$ cat config.mk
export PLATFORM = sky130hd
export DESIGN_NAME = lsu_bus_flat
export DESIGN_NICKNAME = d
export VERILOG_FILES = /design/src/rtl/lsu_pkg.sv /design/src/rtl/lsu_bus_if.sv /design/src/rtl/lsu_lane.sv /design/src/rtl/lsu_bus.sv /design/src/flat_wrapper.sv
export SDC_FILE = /design/constraint.sdc
export NUM_CORES = 1
export LEC_CHECK = 0
export BUFFER_PORTS_ARGS = -buffer_cell sky130_fd_sc_hd__buf_2
export CORE_UTILIZATION = 45
export CTS_CLUSTER_SIZE = 20
export DETAILED_ROUTE_END_ITERATION = 10
export GPL_TIMING_DRIVEN = 0
export HOLD_SLACK_MARGIN = 0.08
export PLACE_DENSITY = 0.85
export SYNTH_ARGS = -nofsm -noshare
export SYNTH_HDL_FRONTEND = slang
export SYNTH_SLANG_ARGS = --single-unit
$ cat constraint.sdc
create_clock -name i_clk -period 1.7 [get_ports i_clk]
set_input_delay 0.17 -clock i_clk [delete_from_list [all_inputs] [get_ports i_clk]]
set_output_delay 0.17 -clock i_clk [all_outputs]
set_load 0.02 [all_outputs]
$ cat src/rtl/lsu_pkg.sv
`default_nettype none
// ============================================================================
//  Module      : lsu_pkg
//  Description : Shared definitions for the multi-cycle load/store unit:
//                opt-field bit positions, access-size encodings, FSM state
//                encodings, the latched-op record, the byte-mask helper and
//                the misalignment rule.
//  Revision    : 1.0 - initial release
// ============================================================================
package lsu_pkg;

   // Bit positions inside the 4-bit opt field {store, unsigned, size[1:0]}
   localparam int OPT_STORE = 3;
   localparam int OPT_UNS   = 2;

   // Access-size encodings
   localparam logic [1:0] SZ_B = 2'b00;
   localparam logic [1:0] SZ_H = 2'b01;
   localparam logic [1:0] SZ_W = 2'b10;
   localparam logic [1:0] SZ_D = 2'b11;

   // FSM state encodings
   localparam logic [1:0] ST_IDLE = 2'd0;
   localparam logic [1:0] ST_REQ  = 2'd1;
   localparam logic [1:0] ST_RSP  = 2'd2;
   localparam logic [1:0] ST_DONE = 2'd3;

   // Decoded op held for the whole transaction
   typedef struct packed {
      logic       store;
      logic       uns;
      logic [1:0] size;
   } op_t;

   // Unshifted byte mask of an access: 1/3/F/FF for B/H/W/D
   function automatic logic [7:0] size_mask(input logic [1:0] size);
      case (size)
         SZ_B:    size_mask = 8'h01;
         SZ_H:    size_mask = 8'h03;
         SZ_W:    size_mask = 8'h0F;
         default: size_mask = 8'hFF;
      endcase
   endfunction

   // Natural-alignment check; a doubleword on a 32-bit datapath is never legal
   function automatic logic is_misaligned(input logic [1:0] size,
                                          input logic [2:0] lo,
                                          input logic       is64);
      case (size)
         SZ_H:    is_misaligned = lo[0];
         SZ_W:    is_misaligned = (lo[1:0] != 2'b00);
         SZ_D:    is_misaligned = !is64 || (lo != 3'b000);
         default: is_misaligned = 1'b0;
      endcase
   endfunction

endpackage
`default_nettype wire

$ cat src/rtl/lsu_bus_if.sv
`default_nettype none
// ============================================================================
//  Module      : lsu_bus_if
//  Description : Bundle of the LSU's three handshake interfaces: the EXU-side
//                op input, the WBU-side result output and the memory
//                request/response bus. Signal names keep the LSU's i_/o_
//                direction so both sides read the same.
//  Modports    : master - the LSU itself (drives o_*, samples i_*)
//                slave  - the surrounding pipeline / memory (drives i_*)
//  Revision    : 1.0 - initial release
// ============================================================================
interface lsu_bus_if #(
   parameter int XLEN = 32
);
   localparam int STRB_W = XLEN / 8;

   // EXU -> LSU
   logic              i_pre_valid;
   logic              o_pre_ready;
   logic              i_mem_en;
   logic [3:0]        i_opt;
   logic [XLEN-1:0]   i_addr;
   logic [XLEN-1:0]   i_regst;
   // LSU -> WBU
   logic              o_post_valid;
   logic              i_post_ready;
   logic [XLEN-1:0]   o_regld;
   logic              o_fault;
   logic [XLEN-1:0]   o_fault_addr;
   // Memory request
   logic              o_req_valid;
   logic              i_req_ready;
   logic [XLEN-1:0]   o_req_addr;
   logic              o_req_wen;
   logic [XLEN-1:0]   o_req_wdata;
   logic [STRB_W-1:0] o_req_wstrb;
   // Memory response
   logic              i_rsp_valid;
   logic              o_rsp_ready;
   logic [XLEN-1:0]   i_rsp_data;
   logic              i_rsp_err;

   modport master (
      input  i_pre_valid, i_mem_en, i_opt, i_addr, i_regst,
      output o_pre_ready,
      output o_post_valid, o_regld, o_fault, o_fault_addr,
      input  i_post_ready,
      output o_req_valid, o_req_addr, o_req_wen, o_req_wdata, o_req_wstrb,
      input  i_req_ready,
      input  i_rsp_valid, i_rsp_data, i_rsp_err,
      output o_rsp_ready
   );

   modport slave (
      output i_pre_valid, i_mem_en, i_opt, i_addr, i_regst,
      input  o_pre_ready,
      input  o_post_valid, o_regld, o_fault, o_fault_addr,
      output i_post_ready,
      input  o_req_valid, o_req_addr, o_req_wen, o_req_wdata, o_req_wstrb,
      output i_req_ready,
      output i_rsp_valid, i_rsp_data, i_rsp_err,
      input  o_rsp_ready
   );

endinterface
`default_nettype wire

$ cat src/rtl/lsu_lane.sv
`default_nettype none
// ============================================================================
//  Module      : lsu_lane
//  Description : Combinational byte-lane steering. Places store data and
//                strobes on the lanes selected by the address offset, and
//                pulls load data down from those lanes with sign/zero
//                extension.
//  Ports       : size_i, uns_i, store_i - latched access type
//                off_i                  - address offset within the bus word
//                regst_i                - store source data
//                rsp_data_i             - full aligned read word
//                wstrb_o, wdata_o       - lane-placed strobes and data
//                ld_data_o              - extracted, extended load value
//  Revision    : 1.0 - initial release
// ============================================================================
module lsu_lane
   import lsu_pkg::*;
#(
   parameter int XLEN = 32
) (
   input  wire logic [1:0]                  size_i,
   input  wire logic                        uns_i,
   input  wire logic                        store_i,
   input  wire logic [$clog2(XLEN/8)-1:0]   off_i,
   input  wire logic [XLEN-1:0]             regst_i,
   input  wire logic [XLEN-1:0]             rsp_data_i,
   output logic      [XLEN/8-1:0]           wstrb_o,
   output logic      [XLEN-1:0]             wdata_o,
   output logic      [XLEN-1:0]             ld_data_o
);
   localparam int STRB_W = XLEN / 8;

   logic [XLEN-1:0] sh;     // read word with the addressed byte moved to lane 0
   logic [XLEN-1:0] w_ext;  // word-size load result
   logic            sx;     // sign-extension enable

   assign sx = ~uns_i;
   assign sh = rsp_data_i >> {off_i, 3'b000};

   // A word load only needs extending when the datapath is wider than a word
   generate
      if (XLEN == 64) begin : g_w64
         assign w_ext = {{32{sx & sh[31]}}, sh[31:0]};
      end else begin : g_w32
         assign w_ext = sh;
      end
   endgenerate

   always_comb begin
      // Reads drive no strobes so a write-capable slave can key off wstrb alone
      wstrb_o = store_i ? (STRB_W'(size_mask(size_i)) << off_i) : '0;
      wdata_o = regst_i << {off_i, 3'b000};
      case (size_i)
         SZ_B:    ld_data_o = {{(XLEN-8){sx & sh[7]}}, sh[7:0]};
         SZ_H:    ld_data_o = {{(XLEN-16){sx & sh[15]}}, sh[15:0]};
         SZ_W:    ld_data_o = w_ext;
         default: ld_data_o = sh;   // doubleword: full width, no extension
      endcase
   end

endmodule
`default_nettype wire

$ cat src/rtl/lsu_bus.sv
`default_nettype none
// ============================================================================
//  Module      : lsu_bus
//  Description : Multi-cycle load/store unit between EXU and WBU. Accepts one
//                op at a time, issues at most one request on a strobed
//                request/response bus, and returns the extended load value
//                or a fault (misalignment or bus error) to WBU.
//  Ports       : i_clk, i_rst - clock, synchronous active-high reset
//                bus          - lsu_bus_if.master: EXU op handshake, WBU
//                               result handshake, memory request/response
//  Notes       : XLEN must equal the XLEN of the connected interface.
//  Revision    : 1.0 - initial release
// ============================================================================
module lsu_bus
   import lsu_pkg::*;
#(
   parameter int XLEN = 32
) (
   input  wire logic  i_clk,
   input  wire logic  i_rst,
   lsu_bus_if.master  bus
);
   localparam int STRB_W = XLEN / 8;
   localparam int OFF_W  = $clog2(STRB_W);

   logic [1:0]        state_q, state_d;
   op_t               op_q;
   logic [XLEN-1:0]   addr_q;
   logic [XLEN-1:0]   regst_q;
   logic [XLEN-1:0]   regld_q;
   logic              fault_q;
   logic [XLEN-1:0]   fault_addr_q;

   logic              w_accept;
   logic              w_mis;
   logic              w_early_done;  // op completes without touching the bus
   logic [STRB_W-1:0] w_wstrb;
   logic [XLEN-1:0]   w_wdata;
   logic [XLEN-1:0]   w_ld_data;

   assign w_accept     = (state_q == ST_IDLE) && bus.i_pre_valid;
   assign w_mis        = is_misaligned(bus.i_opt[1:0], bus.i_addr[2:0], XLEN == 64);
   // Pass-through ops are never checked for alignment
   assign w_early_done = !bus.i_mem_en || w_mis;

   always_comb begin
      state_d = state_q;
      case (state_q)
         ST_IDLE: if (bus.i_pre_valid)  state_d = w_early_done ? ST_DONE : ST_REQ;
         ST_REQ:  if (bus.i_req_ready)  state_d = ST_RSP;
         ST_RSP:  if (bus.i_rsp_valid)  state_d = ST_DONE;
         ST_DONE: if (bus.i_post_ready) state_d = ST_IDLE;
         default:                       state_d = ST_IDLE;
      endcase
   end

   always_ff @(posedge i_clk) begin
      if (i_rst) begin
         state_q      <= ST_IDLE;
         op_q         <= '0;
         addr_q       <= '0;
         regst_q      <= '0;
         regld_q      <= '0;
         fault_q      <= 1'b0;
         fault_addr_q <= '0;
      end else begin
         state_q <= state_d;
         if (w_accept) begin
            op_q.store   <= bus.i_opt[OPT_STORE];
            op_q.uns     <= bus.i_opt[OPT_UNS];
            op_q.size    <= bus.i_opt[1:0];
            addr_q       <= bus.i_addr;
            regst_q      <= bus.i_regst;
            regld_q      <= '0;
            fault_q      <= bus.i_mem_en && w_mis;
            fault_addr_q <= (bus.i_mem_en && w_mis) ? bus.i_addr : '0;
         end
         if ((state_q == ST_RSP) && bus.i_rsp_valid) begin
            if (bus.i_rsp_err) begin
               fault_q      <= 1'b1;
               fault_addr_q <= addr_q;
               regld_q      <= '0;
            end else begin
               regld_q      <= op_q.store ? '0 : w_ld_data;
            end
         end
      end
   end

   lsu_lane #(
      .XLEN (XLEN)
   ) u_lane (
      .size_i     (op_q.size),
      .uns_i      (op_q.uns),
      .store_i    (op_q.store),
      .off_i      (addr_q[OFF_W-1:0]),
      .regst_i    (regst_q),
      .rsp_data_i (bus.i_rsp_data),
      .wstrb_o    (w_wstrb),
      .wdata_o    (w_wdata),
      .ld_data_o  (w_ld_data)
   );

   // Handshake outputs are pure state decodes; request fields come from
   // latched registers, so they hold steady for as long as REQ is stalled.
   assign bus.o_pre_ready  = (state_q == ST_IDLE);
   assign bus.o_req_valid  = (state_q == ST_REQ);
   assign bus.o_rsp_ready  = (state_q == ST_RSP);
   assign bus.o_post_valid = (state_q == ST_DONE);

   assign bus.o_req_addr   = {addr_q[XLEN-1:OFF_W], {OFF_W{1'b0}}};
   assign bus.o_req_wen    = op_q.store;
   assign bus.o_req_wdata  = w_wdata;
   assign bus.o_req_wstrb  = w_wstrb;

   assign bus.o_regld      = regld_q;
   assign bus.o_fault      = fault_q;
   assign bus.o_fault_addr = fault_addr_q;

endmodule
`default_nettype wire

$ cat src/flat_wrapper.sv
// flat-port wrapper written by rule: the top's interface ports become plain ports
module lsu_bus_flat import lsu_pkg::*;
#(
   parameter int XLEN = 32
)
  (i_clk, i_rst, bus_i_pre_valid, bus_i_mem_en, bus_i_opt, bus_i_addr, bus_i_regst, bus_o_pre_ready, bus_o_post_valid, bus_o_regld, bus_o_fault, bus_o_fault_addr, bus_i_post_ready, bus_o_req_valid, bus_o_req_addr, bus_o_req_wen, bus_o_req_wdata, bus_o_req_wstrb, bus_i_req_ready, bus_i_rsp_valid, bus_i_rsp_data, bus_i_rsp_err, bus_o_rsp_ready);
  lsu_bus_if #(.XLEN(XLEN)) bus_i ();
  input  wire logic i_clk;
  input  wire logic i_rst;
  input wire logic [$bits(bus_i.i_pre_valid)-1:0] bus_i_pre_valid;
  input wire logic [$bits(bus_i.i_mem_en)-1:0] bus_i_mem_en;
  input wire logic [$bits(bus_i.i_opt)-1:0] bus_i_opt;
  input wire logic [$bits(bus_i.i_addr)-1:0] bus_i_addr;
  input wire logic [$bits(bus_i.i_regst)-1:0] bus_i_regst;
  output wire logic [$bits(bus_i.o_pre_ready)-1:0] bus_o_pre_ready;
  output wire logic [$bits(bus_i.o_post_valid)-1:0] bus_o_post_valid;
  output wire logic [$bits(bus_i.o_regld)-1:0] bus_o_regld;
  output wire logic [$bits(bus_i.o_fault)-1:0] bus_o_fault;
  output wire logic [$bits(bus_i.o_fault_addr)-1:0] bus_o_fault_addr;
  input wire logic [$bits(bus_i.i_post_ready)-1:0] bus_i_post_ready;
  output wire logic [$bits(bus_i.o_req_valid)-1:0] bus_o_req_valid;
  output wire logic [$bits(bus_i.o_req_addr)-1:0] bus_o_req_addr;
  output wire logic [$bits(bus_i.o_req_wen)-1:0] bus_o_req_wen;
  output wire logic [$bits(bus_i.o_req_wdata)-1:0] bus_o_req_wdata;
  output wire logic [$bits(bus_i.o_req_wstrb)-1:0] bus_o_req_wstrb;
  input wire logic [$bits(bus_i.i_req_ready)-1:0] bus_i_req_ready;
  input wire logic [$bits(bus_i.i_rsp_valid)-1:0] bus_i_rsp_valid;
  input wire logic [$bits(bus_i.i_rsp_data)-1:0] bus_i_rsp_data;
  input wire logic [$bits(bus_i.i_rsp_err)-1:0] bus_i_rsp_err;
  output wire logic [$bits(bus_i.o_rsp_ready)-1:0] bus_o_rsp_ready;
  assign bus_i.i_pre_valid = bus_i_pre_valid;
  assign bus_i.i_mem_en = bus_i_mem_en;
  assign bus_i.i_opt = bus_i_opt;
  assign bus_i.i_addr = bus_i_addr;
  assign bus_i.i_regst = bus_i_regst;
  assign bus_o_pre_ready = bus_i.o_pre_ready;
  assign bus_o_post_valid = bus_i.o_post_valid;
  assign bus_o_regld = bus_i.o_regld;
  assign bus_o_fault = bus_i.o_fault;
  assign bus_o_fault_addr = bus_i.o_fault_addr;
  assign bus_i.i_post_ready = bus_i_post_ready;
  assign bus_o_req_valid = bus_i.o_req_valid;
  assign bus_o_req_addr = bus_i.o_req_addr;
  assign bus_o_req_wen = bus_i.o_req_wen;
  assign bus_o_req_wdata = bus_i.o_req_wdata;
  assign bus_o_req_wstrb = bus_i.o_req_wstrb;
  assign bus_i.i_req_ready = bus_i_req_ready;
  assign bus_i.i_rsp_valid = bus_i_rsp_valid;
  assign bus_i.i_rsp_data = bus_i_rsp_data;
  assign bus_i.i_rsp_err = bus_i_rsp_err;
  assign bus_o_rsp_ready = bus_i.o_rsp_ready;
  lsu_bus #(.XLEN(XLEN)) u_core (.i_clk(i_clk), .i_rst(i_rst), .bus(bus_i));
endmodule
# [Word-level counts from Yosys, hierarchy flattened]
# Index checks and enable logic that the tools add are counted.
[word_totals] ff_bits=135 inputBits=108
[op_classes] n_eq_ne=12 shifts=3 n_mux=21 bitwise=3 n_reduce_logical=10
[ops] op="32-bit two-way mux" n=8
[ops] op="32-bit one-hot mux with 2 select lines" n=1
[ops] op="32-bit by 5-bit << shifter with 32-bit output" n=1
[ops] op="32-bit by 5-bit >> shifter with 32-bit output" n=1
[ops] op="4-bit one-hot mux with 3 select lines" n=1
[ops] op="2-bit == test (second input constant)" n=5
[ops] op="2-bit two-way mux" n=5
[ops] op="2-bit one-hot mux with 4 select lines" n=1
[ops] op="2-bit by 1-bit == test with 1-bit output (second input constant)" n=3
[ops] op="2-bit logical NOT" n=2
[ops] op="4-bit two-way mux" n=1
[ops] op="2-bit by 1-bit inequality test with 1-bit output (second input constant)" n=2
[ops] op="2-bit inequality test (second input constant)" n=2
[ops] op="4-bit AND reduction" n=1
[ops] op="2-bit nonzero test" n=2
[ops] op="4-bit by 2-bit << shifter with 4-bit output" n=1
[ops] op="1-bit logical AND" n=3
[ops] op="1-bit two-way mux" n=3
[ops] op="1-bit one-hot mux with 3 select lines" n=1
[ops] op="1-bit AND" n=2
[ops] op="1-bit logical NOT" n=1
[ops] op="1-bit logical OR" n=1
[ops] op="1-bit NOT" n=1

# [Depth between registers and ports, before layout]
[depth] word_depth=7 ltp_mapped=8

# [Hierarchy]
# Synthesis repeated with hierarchy kept, for this count alone.
[unflattened] cells_unflattened=860 area_unflattened_um2=6645.1
[by_module_without_submodules] module="lsu_bus" n_inst=1 cells_each=656 area_each_um2=5315.1 seq_area_each_um2=2702.6
[by_module_without_submodules] module="lsu_lane" n_inst=1 cells_each=204 area_each_um2=1330.0 seq_area_each_um2=0.0

# [Least setup slack after synthesis]
# No wires, ideal clock.
[synth_timing] path_kind="reg-to-reg" start="register u_core.state_q[0]" end="register u_core.regld_q[24] (netlist: u_core.bus.o_regld[24])" setup_ps=122 t_arrival_ps=1790 required_ps=1578 path_slack_ps=-212 path_stages_with_launch=9 n_path_buf=2 path_cell_list="dfxtp_1 -> inv_1 -> ha_1 -> and4bb_1 -> buf_6 -> nor2b_4 -> and3_4 -> buf_6 -> a221o_1"
[synth_between] elab_chain_cells=3 word_cells_on_any_way=6 classes_between="1 x eq/ne; 1 x mux; 4 x reduce/logical"
[synth_rtl] item="from (decl)" line_no="lsu_bus.sv:26" source="logic [1:0] state_q, state_d;"
[synth_rtl] item="from (signal assigned)" line_no="lsu_bus.sv:67" source="state_q <= state_d;"
[synth_rtl] item="2-bit == test *"
[synth_rtl] item="named net bus_o_rsp_ready" line_no="flat_wrapper.sv:30" source="output wire logic [$bits(bus_i.o_rsp_ready)-1:0] bus_o_rsp_ready;"
[synth_rtl] item="1-bit logical AND *" line_no="lsu_bus.sv:78" source="if ((state_q == ST_RSP) && bus.i_rsp_valid) begin"
[synth_rtl] item="32-bit two-way mux or 2-bit nonzero test (tied branches)"
[synth_rtl] item="to (signal assigned)" line_no="lsu_bus.sv:84" source="regld_q <= op_q.store ? '0 : w_ld_data;"
[synth_rtl] item="to (decl)" line_no="lsu_bus.sv:30" source="logic [XLEN-1:0] regld_q;"
# The timed path passes the listed nets; every way through them passes the cells marked *.
# A chain may end at the register's enable or synchronous reset.

# [Worst setup path after layout]
[layout_timing] start="register u_core.addr_q[1]" end="register u_core.regld_q[14] (netlist: u_core.bus.o_regld[14])"
[layout_between] elab_chain_cells=6
[layout_rtl] item="from (decl)" line_no="lsu_bus.sv:28" source="logic [XLEN-1:0] addr_q;"
[layout_rtl] item="from (signal assigned)" line_no="lsu_bus.sv:72" source="addr_q <= bus.i_addr;"
[layout_rtl] item="32-bit by 5-bit >> shifter with 32-bit output *" line_no="lsu_lane.sv:38" source="assign sh = rsp_data_i >> {off_i, 3'b000};"
[layout_rtl] item="1-bit AND" line_no="lsu_lane.sv:54" source="SZ_B: ld_data_o = {{(XLEN-8){sx & sh[7]}}, sh[7:0]};"
[layout_rtl] item="32-bit one-hot mux with 2 select lines *" line_no="lsu_lane.sv:53" source="case (size_i)"
[layout_rtl] item="32-bit two-way mux *" line_no="lsu_bus.sv:84"
[layout_rtl] item="32-bit two-way mux *" line_no="lsu_bus.sv:79" source="if (bus.i_rsp_err) begin"
[layout_rtl] item="32-bit two-way mux *" line_no="lsu_bus.sv:78"
# Mark *: on every way between the ends. The rest lies on a longest branch, timed or not.

==> reports/qor.yml <==
sta:
  maxSlewViolCount: 0
  finalWorstPathRequiredPeriod_ps: 1976
  hold_viol: 0
  fmax_ghz: 0.5061
  period_share_pct: 116.2
  finalSetupViolations: 56
  rsz0062_at_grt: "yes"
  fin_skew_ps: 12.08
  slew-limit-headroom_pct: 53.74
  tns_ps: -6004
  fin_ws_ps: -276.1
  worstMarginPinSlew_ps: 689.2
yosys:
  syn_avg_cell_area_um2: 7.957
  syn_inst: 813
  syn_area_um2: 6469
  postSynth.asyncResetShare_pct: 0
  yosysSeqAreaShare_pct: 41.78
  yosysWarnings: 0
  post_synth_num_cell_types: 42
  synth_ff_type: "dfxtp_1"
  synth_edf_count: 0
  ys_seq_elements: 135
setup_path:
  worst_r2r_endpoint: "u_core.bus.o_regld[14]"
  startpoint_type: "flip-flop"
  crit_required_ps: 2060
  slowest_delay_ps: 550
  slowest_stage: "o21ai_1"
  cp_cell_sequence: "buf_12 -> buf_12 -> buf_4 -> buf_4 -> mux2i_1 -> o21ai_1 -> a21oi_2 -> o21ai_1"
  crit_fanout: 8
  rr_worst_depth: 8
  rr_startpoint: "u_core.addr_q[1]"
  crit_arrival_ps: 2340
  ff2ff_setup_slack_ps: -280
  end_kind: "flip-flop"
  crit_type: "flip-flop to flip-flop"
  path_buf_inv: 4
  crit_family: "compound AO/OA/AOI/OAI gates"
power:
  power-per-cell-area_nw_per_um2: 1303
  leakage_uw: 0.004656
  ir_worst_vdd_uv: 979.8
die:
  pin_count: 246
  die-height_um: 121.9
  die_w_um: 121.9
  core-area_um2: 13930
  num_rows: 43
  die-area_um2: 14860
  start_util_pct: 46.42
grt:
  antenna_found_initial: 3
  grt_first_pass_wirelength_um: 39650
  gr-usage-all-layers_pct: 34.73
  overflow: 0
  grt_pass1_vias: 7930
  grt_max_degree: 17
routing:
  drtAntennaViolNets: 0
  drt_pass1_iterations: 8
  wl_um: 29060
  drt-initial-drc-count: 1012
  vias: 8248
  via_per_inst: 5.977
  avgRoutedWirePerCell_um: 21.05
  drc: 0
flow_run:
  maxCapViolCount: 0
placed_design:
  gp_congestion: 0.9571
  pre_cts_ws_ps: -334.7
  dp_hpwl_um: 15740
  placed_area_um2: 7940
  post-place-cells: 1236
  io_buffer_count: 242
cts:
  cts_buffer_depth: 2
  cts.sinks: 135
  numCtsBuffers: 17
  cts_root_buf: "clkbuf_16"
  clkTransAtPathRegs_ps: 60
  cts_max_level: 4
  clkLatencyLatePin_ps: 440
  cts_tree: "yes"
min_path:
  holdPathStages: 4
  holdPathEnd: "u_core.state_q[1]"
  min_from: "bus_i_mem_en"
  min_path_type: "input port to flip-flop"
final_layout:
  layout.cells.non_filler: 1380
  fin_nets: 1295
  area_growth_pct: 62.77
  drive_above_1_share_pct: 40.72
  design_area_um2: 10530
run_status:
  violations: "setup timing"
  status: "finished, violations left"
==> cell type report <==
class	instances	area, um2
tap	180	225.2
buffer	98	822.0
sequential	135	2713
inverter	3	13.76
antenna	4	10.01
timing repair buffer	352	2484
fill	892	3406
multi-input combinational	576	3686
clock inverter	13	122.6
clock buffer	19	452.9
==> registers in the layout, summed over array words and instances (netlist names) <==
| register | flops |
|---|---|
| u_core.state_q | 2 |
| u_core.addr_q | 32 |
| u_core.regst_q | 32 |
| u_core.bus.o_fault_addr | 32 |
| u_core.op_q | 3 |
| u_core.bus.o_regld | 32 |
| u_core.bus.o_fault | 1 |
| u_core.bus.o_req_wen | 1 |
==> tightest hold or removal path: stages <==
cell	delay (ps)
buf_2	80
o211ai_1	70
o21ai_0	80
o31ai_1	70
==> cell usage after synthesis, types with 3 or more instances <==
master,count,area share (%)
nand2_1,204,12
dfxtp_1,135,42
a21oi_1,85,6.6
nor2_1,53,3.1
clkbuf_1,44,2.6
buf_4,34,3.9
mux2i_1,33,5.1
nand3_1,33,2.6
a311oi_1,32,4.3
o21ai_0,25,1.9
buf_2,20,1.5
nor2b_1,17,1.6
a211oi_1,10,1.2
and2_1,10,0.97
nand3b_1,10,1.2
o211ai_1,9,1.0
a221o_1,8,1.2
a211o_1,7,0.95
a32oi_1,7,0.95
ha_1,4,0.77
nand2b_1,4,0.39
buf_6,3,0.52
inv_1,3,0.17
nor3_1,3,0.23
==> cells in the final DEF, fill, tap and decap left out, types with 10 or more instances in the layout <==
master and count:
a21oi_1 81, a311oi_1 26, buf_2 214, buf_4 77, buf_6 30, clkbuf_1 12, clkbuf_16 21, clkbuf_2 16
dfxtp_1 129, dlygate4sd3_1 76, mux2i_1 20, nand2_1 195, nand3_1 33, nand3b_1 10, nor2_1 44, nor2b_1 12
o21ai_0 14
==> how the worst max path moves through the flow <==
stage | startpoint | slack (ps) | to | depth (start not counted)
after global placement | u_core.addr_q[0] | -330 | bus_o_req_wstrb[1] | 7
after detailed placement | u_core.state_q[0] | -330 | u_core.bus.o_fault_addr[7] | 7
after CTS | u_core.addr_q[1] | -130 | bus_o_req_wdata[24] | 6
after floorplan | u_core.state_q[0] | -30 | u_core.bus.o_regld[24] | 8
final | u_core.addr_q[1] | -280 | u_core.bus.o_regld[14] | 8
after global routing | u_core.state_q[1] | -350 | u_core.regst_q[21] | 7
==> what timing repair did <==
action,4_1_cts,5_1_grt
hold buffers,76,0
endpoints found under the hold margin,107,0
resized for setup,171,126
cloned,4,2
buffers inserted,16,13
pin swaps,15,14
endpoints found under the setup margin,165,133
==> where the power goes <==
part | switching, uW | internal [uW] | leakage [uW] | total, uW
Combinational | 3470 | 2490 | 0.00329 | 5960
Sequential | 468 | 3620 | 0.00110 | 4090
Clock | 1560 | 2100 | 0.000266 | 3670
Total | 5510 | 8210 | 0.00466 | 13700
==> stage by stage <==
step                utilization (%)  hold WS, ps  total power, uW
global placement              56.98        413.4             8212
detailed placement            56.98        415.6             8287
global route                  75.52        131.7            14180
CTS                           71.78        85.79            12730
floorplan                         -        306.0             6890
finish                        75.56        80.65            13720
==> kinds of logic (layout without fill, tap and decap cells) <==
family	count (synthesis)	count (layout)	synth area share, %
AOI/OAI and AO/OA	192	192	19.81
muxes	34	34	5.513
and+or+nand+nor	342	343	23.19
DFF	135	135	41.78
buffers and inverters	104	485	8.743
adders and majority gates	4	4	0.7737
other	1	6	0.05797
xor gates and xnor gates	1	1	0.1354
==> metal layers <==
| metal | wire, um | part of all wire (%) | GRT usage (%) | up-vias |
|---|---|---|---|---|
| li1 | - | - | - | 3533 |
| met1 | 10160 | 35 | 37.49 | 3845 |
| met2 | 13750 | 47 | 58.16 | 668 |
| met3 | 3178 | 11 | 9.785 | 202 |
| met4 | 1972 | 6.8 | 25.08 | 0 |
| met5 | 0 | 0 | 0 | - |
No activity file was read; power rests on OpenSTA's default activity.
